==> src/rtl/core_pkg.sv <==
// Shared types and constants for the register scoreboard slice.
package core_pkg;

    localparam int unsigned REG_ADDR_W = 5;
    localparam int unsigned NUM_REGS   = 32;

    typedef logic [REG_ADDR_W-1:0] reg_idx_t;

    // ID-side view of one instruction as presented to the scoreboard
    typedef struct packed {
        logic     issue;
        logic     rd_we;
        reg_idx_t rd;
        reg_idx_t rs1;
        reg_idx_t rs2;
        logic     rs1_used;
        logic     rs2_used;
    } sb_req_t;

endpackage

==> src/rtl/sb_counter.sv <==
// Per-register pending-write counter for the scoreboard.
// Counts un-retired writes to one architectural register. A decrement on an
// empty counter is reported as underflow and otherwise ignored.
// Optional macro SB_RETIRE_BYPASS_EN: a same-cycle retire of the last pending
// write makes the register readable and frees a saturated slot immediately.
module sb_counter #(
    parameter int unsigned CNT_W = 2
) (
    input  logic clk,
    input  logic reset_i,
    input  logic inc_i,
    input  logic dec_i,
    output logic busy_o,
    output logic src_ready_o,
    output logic full_o,
    output logic underflow_o
);

    logic [CNT_W-1:0] cnt_q;
    logic [CNT_W-1:0] cnt_d;
    logic             zero;
    logic             sat;
    logic             dec_ok;

    assign zero   = (cnt_q == '0);
    assign sat    = (cnt_q == '1);
    assign dec_ok = dec_i && !zero;

    // Next count: simultaneous valid inc and dec cancel out
    always_comb begin
        cnt_d = cnt_q;
        if (inc_i && !dec_ok && !sat) begin
            cnt_d = cnt_q + CNT_W'(1);
        end else if (dec_ok && !inc_i) begin
            cnt_d = cnt_q - CNT_W'(1);
        end
    end

    // Status flags seen by the hazard logic
    always_comb begin
        busy_o      = !zero;
        underflow_o = dec_i && zero;
`ifdef SB_RETIRE_BYPASS_EN
        src_ready_o = zero || (dec_ok && (cnt_q == CNT_W'(1)));
        full_o      = sat && !dec_ok;
`else
        src_ready_o = zero;
        full_o      = sat;
`endif
    end

    // Counter register with synchronous reset
    always_ff @(posedge clk) begin
        if (reset_i) begin
            cnt_q <= '0;
        end else begin
            cnt_q <= cnt_d;
        end
    end

endmodule

==> src/rtl/reg_scoreboard.sv <==
// Register scoreboard: tracks register writes in flight between ID issue and
// WB write-back, and stalls ID on RAW hazards, per-register counter
// saturation, or when the pipeline-wide in-flight limit is reached.
// Optional macro SB_RETIRE_BYPASS_EN: a retire in the current cycle is
// treated as already freed by the hazard, saturation and total checks.
module reg_scoreboard
    import core_pkg::*;
#(
    parameter int unsigned MAX_INFLIGHT = 3,
    parameter int unsigned CNT_W        = 2
) (
    input  logic                  clk,
    input  logic                  reset_i,
    input  logic                  ID_SB_issue_i,
    input  logic                  ID_SB_rd_we_i,
    input  logic [4:0]            ID_SB_rd_i,
    input  logic [4:0]            ID_SB_rs1_i,
    input  logic [4:0]            ID_SB_rs2_i,
    input  logic                  ID_SB_rs1_used_i,
    input  logic                  ID_SB_rs2_used_i,
    input  logic                  WB_SB_retire_i,
    input  logic [4:0]            WB_SB_rd_i,
    output logic                  SB_ID_stall_o,
    output logic [NUM_REGS-1:0]   SB_busy_o,
    output logic [CNT_W-1:0]      SB_inflight_o,
    output logic                  SB_err_o
);

    sb_req_t              req;
    logic [NUM_REGS-1:0]  busy_vec;
    logic [NUM_REGS-1:0]  ready_vec;
    logic [NUM_REGS-1:0]  full_vec;
    logic [NUM_REGS-1:0]  uflow_vec;

    logic [CNT_W-1:0]     total_q;
    logic [CNT_W-1:0]     total_d;
    logic                 err_q;
    logic                 err_d;

    logic                 we_eff;
    logic                 total_full;
    logic                 stall;
    logic                 accept;
    logic                 ret_req;
    logic                 ret_valid;

    // Bundle the ID interface into one request record
    always_comb begin
        req = '{
            issue:    ID_SB_issue_i,
            rd_we:    ID_SB_rd_we_i,
            rd:       ID_SB_rd_i,
            rs1:      ID_SB_rs1_i,
            rs2:      ID_SB_rs2_i,
            rs1_used: ID_SB_rs1_used_i,
            rs2_used: ID_SB_rs2_used_i
        };
    end

    // x0 is never tracked: constant idle status
    assign busy_vec[0]  = 1'b0;
    assign ready_vec[0] = 1'b1;
    assign full_vec[0]  = 1'b0;
    assign uflow_vec[0] = 1'b0;

    assign ret_req = WB_SB_retire_i && (WB_SB_rd_i != '0);

    for (genvar r = 1; r < NUM_REGS; r++) begin : g_cnt
        sb_counter #(
            .CNT_W (CNT_W)
        ) u_cnt (
            .clk         (clk),
            .reset_i     (reset_i),
            .inc_i       (accept && (req.rd == reg_idx_t'(r))),
            .dec_i       (ret_req && (WB_SB_rd_i == reg_idx_t'(r))),
            .busy_o      (busy_vec[r]),
            .src_ready_o (ready_vec[r]),
            .full_o      (full_vec[r]),
            .underflow_o (uflow_vec[r])
        );
    end

    // Hazard detection and issue acceptance
    always_comb begin
        we_eff     = req.rd_we && (req.rd != '0);
        ret_valid  = ret_req && busy_vec[WB_SB_rd_i];
`ifdef SB_RETIRE_BYPASS_EN
        total_full = (total_q == CNT_W'(MAX_INFLIGHT)) && !ret_valid;
`else
        total_full = (total_q == CNT_W'(MAX_INFLIGHT));
`endif
        stall      = (req.rs1_used && !ready_vec[req.rs1]) ||
                     (req.rs2_used && !ready_vec[req.rs2]) ||
                     (we_eff && (full_vec[req.rd] || total_full));
        accept     = req.issue && !stall && we_eff;
    end

    // Next in-flight total and sticky error
    always_comb begin
        total_d = total_q;
        if (accept && !ret_valid) begin
            total_d = total_q + CNT_W'(1);
        end else if (ret_valid && !accept) begin
            total_d = total_q - CNT_W'(1);
        end
        err_d = err_q || (|uflow_vec) || (req.issue && stall);
    end

    // State registers; reset overrides any same-cycle issue or retire
    always_ff @(posedge clk) begin
        if (reset_i) begin
            total_q <= '0;
            err_q   <= 1'b0;
        end else begin
            total_q <= total_d;
            err_q   <= err_d;
        end
    end

    assign SB_ID_stall_o = stall;
    assign SB_busy_o     = busy_vec;
    assign SB_inflight_o = total_q;
    assign SB_err_o      = err_q;

endmodule

==> config.mk <==
export PLATFORM = sky130hd
export DESIGN_NAME = reg_scoreboard
export DESIGN_NICKNAME = d
export VERILOG_FILES = /design/src/rtl/core_pkg.sv /design/src/rtl/sb_counter.sv /design/src/rtl/reg_scoreboard.sv
export SDC_FILE = /design/constraint.sdc
export NUM_CORES = 1
export LEC_CHECK = 0
export CAP_MARGIN = 0
export CORE_MARGIN = 2
export CORE_UTILIZATION = 35
export CTS_BUF_LIST = sky130_fd_sc_hd__clkbuf_8
export DETAILED_ROUTE_END_ITERATION = 10
export PLACE_DENSITY_LB_ADDON = 0.25
export SLEW_MARGIN = 20
export SYNTH_ARGS = -nofsm -noshare
export SYNTH_HDL_FRONTEND = slang
export SYNTH_SLANG_ARGS = --single-unit
==> constraint.sdc <==
create_clock -name clk -period 6.3 [get_ports clk]
set_input_delay 0.63 -clock clk [delete_from_list [all_inputs] [get_ports clk]]
set_output_delay 0.63 -clock clk [all_outputs]
set_load 0.01 [all_outputs]
==> flow_metrics.py <==
metrics = {
    "worst_setup_path": {
        "criticalPathCategory": "in2out",
        "setup.reg_to_reg.worst_slack_ns": 2.71,
        "cp.required_ns": 5.67,
        "cp-end-kind": "primary output",
        "crit_buf_inv": 2,
        "max_stage_delay_ns": 0.97,
        "critical_path.top_delay_family": "buffers and inverters",
        "critPathLaunchType": "input pin",
        "worst-path-max-fanout": 23,
        "cp.arrival_ns": 4.28,
        "critical-path-top-cell-by-count": "clkdlybuf4s50_1",
        "worstPathCellList": "clkdlybuf4s50_1 > nand2b_1 > a21oi_1 > o41ai_1 > a41oi_1 > nand2_1 > a31o_2 > clkdlybuf4s50_1",
        "critical_path_slowest_stage_cell": "clkdlybuf4s50_1",
    },
    "grt": {
        "grt_use_total": 0.2412,
        "grt_antenna_before_repair": 0,
        "grt_overflow": 0,
        "largest_net_degree_at_the_start_of_global_routing": 56,
        "wire_length_of_the_first_global_routing_pass_um": 36210,
        "first_global_vias": 6093,
    },
    "power_and_ir_drop": {
        "power.static_leakage_nw": 2.350,
        "power-per-cell-area_nw_per_um2": 143.2,
        "worst_ir_drop_vdd_mv": 0.1038,
    },
    "sta": {
        "max_slew.worst_pin.slew_ns": 1.058,
        "maxClockFrequency_mhz": 203.6,
        "final_worst_path_period_need_ns": 4.911,
        "setup-violations-final": 0,
        "final_cycle_share": 0.7795,
        "grt_setup_unrepaired": "false",
        "skew_ns": 0.01679,
        "timing.final.max_slew_violations": 0,
        "worst_slew_margin": 0.2889,
        "final.setup.tns_ns": 0,
        "finalHoldViolations": 0,
    },
    "synth": {
        "synth.avg_cell_area_um2": 7.296,
        "synthArstFlopShare": 0,
        "netlist_area_um2": 6347,
        "yosys_most_used_dff": "dfxtp_1",
        "postSynthNetCount": 898,
        "synth_seq_cells": 65,
        "post_synth_inst_count": 870,
        "synth_edf_count": 0,
        "post_synth_num_cell_types": 79,
        "synth-warning-count": 0,
        "ys_seq_area_frac": 0.2050,
    },
    "die": {
        "initial_core_util": 0.3546,
        "design.core.area_um2": 17900,
        "num_rows": 49,
        "die_width_um": 138.7,
        "floorplan.io_pins": 63,
        "dieArea_um2": 19230,
        "die-height_um": 138.7,
    },
    "route": {
        "remaining_drc_errors": 0,
        "wirelength_um": 23530,
        "route.detailed.vias_per_inst": 6.126,
        "antenna_violating_nets_post_route": 0,
        "drt_first_iter_violations": 1077,
        "drt_first_pass_iters": 5,
        "routedWlPerCell_um": 21.39,
        "num_vias": 6739,
    },
    "clock_network": {
        "cts_root_buf": "clkbuf_8",
        "tritoncts": "done",
        "hold_buffers": 0,
        "cts_setup_buffers": 0,
        "cts_max_level": 3,
        "numCtsBuffers": 9,
        "clk_pin_slew_ns": 0.07,
        "clock_sinks": 65,
        "cts.path.max_buffers": 2,
        "post_cts.resized_instances": 0,
        "worstSkewPairLatency_ns": 0.39,
    },
    "finish": {
        "multi_input_area_um2": 4388,
        "layout-area-overhead-vs-synth_pct": 10.31,
        "final_util": 0.3911,
        "regArea_um2": 1301,
        "post_route_cells_drive_above_1_share": 0.09070,
        "nNetsFinal": 895,
        "num-fill-cells": 1892,
        "diodes": 0,
    },
    "placement": {
        "place.port_buffers": 61,
        "finalWeightedCongestion": 0.9293,
        "place_hpwl_um": 17580,
    },
    "status": {
        "outcome": "finished clean",
    },
    "job": {
        "timing.max_cap.violations": 0,
    },
    "min_path": {
        "worstHoldPathType": "reg2reg",
    },
}
## metal layers
| layer | vias to the layer above | GRT usage | share of wire |
|---|---|---|---|
| met5 | - | 0 | 0 |
| li1 | 3150 | - | - |
| met4 | 0 | 0.06911 | 0.019 |
| met3 | 39 | 0.04938 | 0.091 |
| met2 | 359 | 0.3562 | 0.43 |
| met1 | 3191 | 0.3553 | 0.46 |
## synth_stat cells, drive strengths merged, types with 5 or more instances
library cell | number | share of area
nor4 | 27 | 0.039
a2111oi | 7 | 0.012
or3 | 11 | 0.011
a21oi | 53 | 0.042
nand2b | 15 | 0.015
a21o | 8 | 0.0095
inv | 48 | 0.028
nor3b | 9 | 0.011
nor3 | 39 | 0.042
nand3 | 35 | 0.028
xor2 | 9 | 0.012
buf | 54 | 0.059
o31ai | 14 | 0.018
nand4 | 18 | 0.020
or2 | 8 | 0.0079
o211ai | 7 | 0.0083
a31oi | 8 | 0.0079
nand2 | 92 | 0.054
clkbuf | 27 | 0.016
a211oi | 11 | 0.013
dfxtp | 65 | 0.21
nand3b | 5 | 0.0059
a22oi | 5 | 0.0067
and3 | 5 | 0.0049
nor2 | 94 | 0.056
nor2b | 12 | 0.012
xnor2 | 11 | 0.015
mux4 | 17 | 0.060
and2 | 15 | 0.015
o32ai | 5 | 0.0069
mux2i | 15 | 0.024
o21ai | 62 | 0.049
## kinds of logic after synthesis
| kind of cell | share of synthesized area |
|---|---|
| buf+inv | 0.1037 |
| compound gates | 0.2352 |
| fa+ha+maj | 0.001971 |
| mux | 0.09107 |
| flops | 0.2050 |
| simple gates | 0.3349 |
| xor+xnor | 0.02760 |
| other cells | 0.0005908 |
## tightest hold or removal path, cell delays in order, from the launching register on
cell	delay, ns
dfxtp_1	0.34
nand2b_1	0.08
a21oi_1	0.06
## registers in the layout, summed over array words and instances, names as in the netlist
| name | flops |
|---|---|
| g_cnt.u_cnt.cnt_q | 62 |
| SB_inflight_o | 2 |
| SB_err_o | 1 |
## stage by stage
step,setup WS (ns),instances,hold WS (ns),power [mW],cell area [um2]
final,1.389,1100,0.5215,1.003,7002
after global routing,1.139,1100,0.5475,1.039,7002
after CTS,1.439,1100,0.5252,1.002,7002
after detailed placement,1.461,1085,0.5135,0.6257,6807
after global placement,1.485,1085,0.5089,0.6255,6807
after floorplan,3.088,870,0.4782,0.5625,6347
## power breakdown
group / internal, mW / switching (mW) / total (mW)
registers: 0.414 / 0.00490 / 0.419
logic: 0.0659 / 0.137 / 0.203
clock network: 0.199 / 0.182 / 0.381
total: 0.680 / 0.323 / 1.00
## layout make-up
| cell class | instances | share of cell area |
|---|---|---|
| clock inverter | 4 | 0.006254 |
| multi-input combinational | 676 | 0.6267 |
| tap | 229 | 0.04092 |
| timing repair buffer | 67 | 0.09292 |
| inverter | 48 | 0.02573 |
| clock buffer | 11 | 0.02162 |
| sequential | 65 | 0.1858 |
## final timing paths
| check | start | to | depth (start not counted) |
|---|---|---|---|
| min reg2reg | g_cnt[21].u_cnt.cnt_q[1] | g_cnt[21].u_cnt.cnt_q[1] | 2 |
| min | g_cnt[21].u_cnt.cnt_q[1] | g_cnt[21].u_cnt.cnt_q[1] | 2 |
| max | ID_SB_rd_i[0] | SB_ID_stall_o | 8 |
| max reg2reg | g_cnt[13].u_cnt.cnt_q[0] | g_cnt[16].u_cnt.cnt_q[0] | 9 |
## cells in the final DEF, fill, tap and decap left out, types with 11 or more instances in the layout
cell type	netlist	layout
nand4_1	17	17
clkdlybuf4s50_1	0	60
mux2i_1	15	15
nand2_1	92	92
inv_1	47	48
nand2b_1	15	15
dfxtp_1	65	65
xnor2_1	11	11
o21ai_0	61	61
nor4_1	19	19
nand3_1	35	35
a211oi_1	11	11
nor2_1	94	94
mux4_2	17	17
or3_1	11	11
o31ai_1	12	12
and2_1	14	14
clkbuf_8	0	11
a21oi_1	53	53
nor3_1	30	30
nor2b_1	12	12
(Power assumes the default switching activity.)
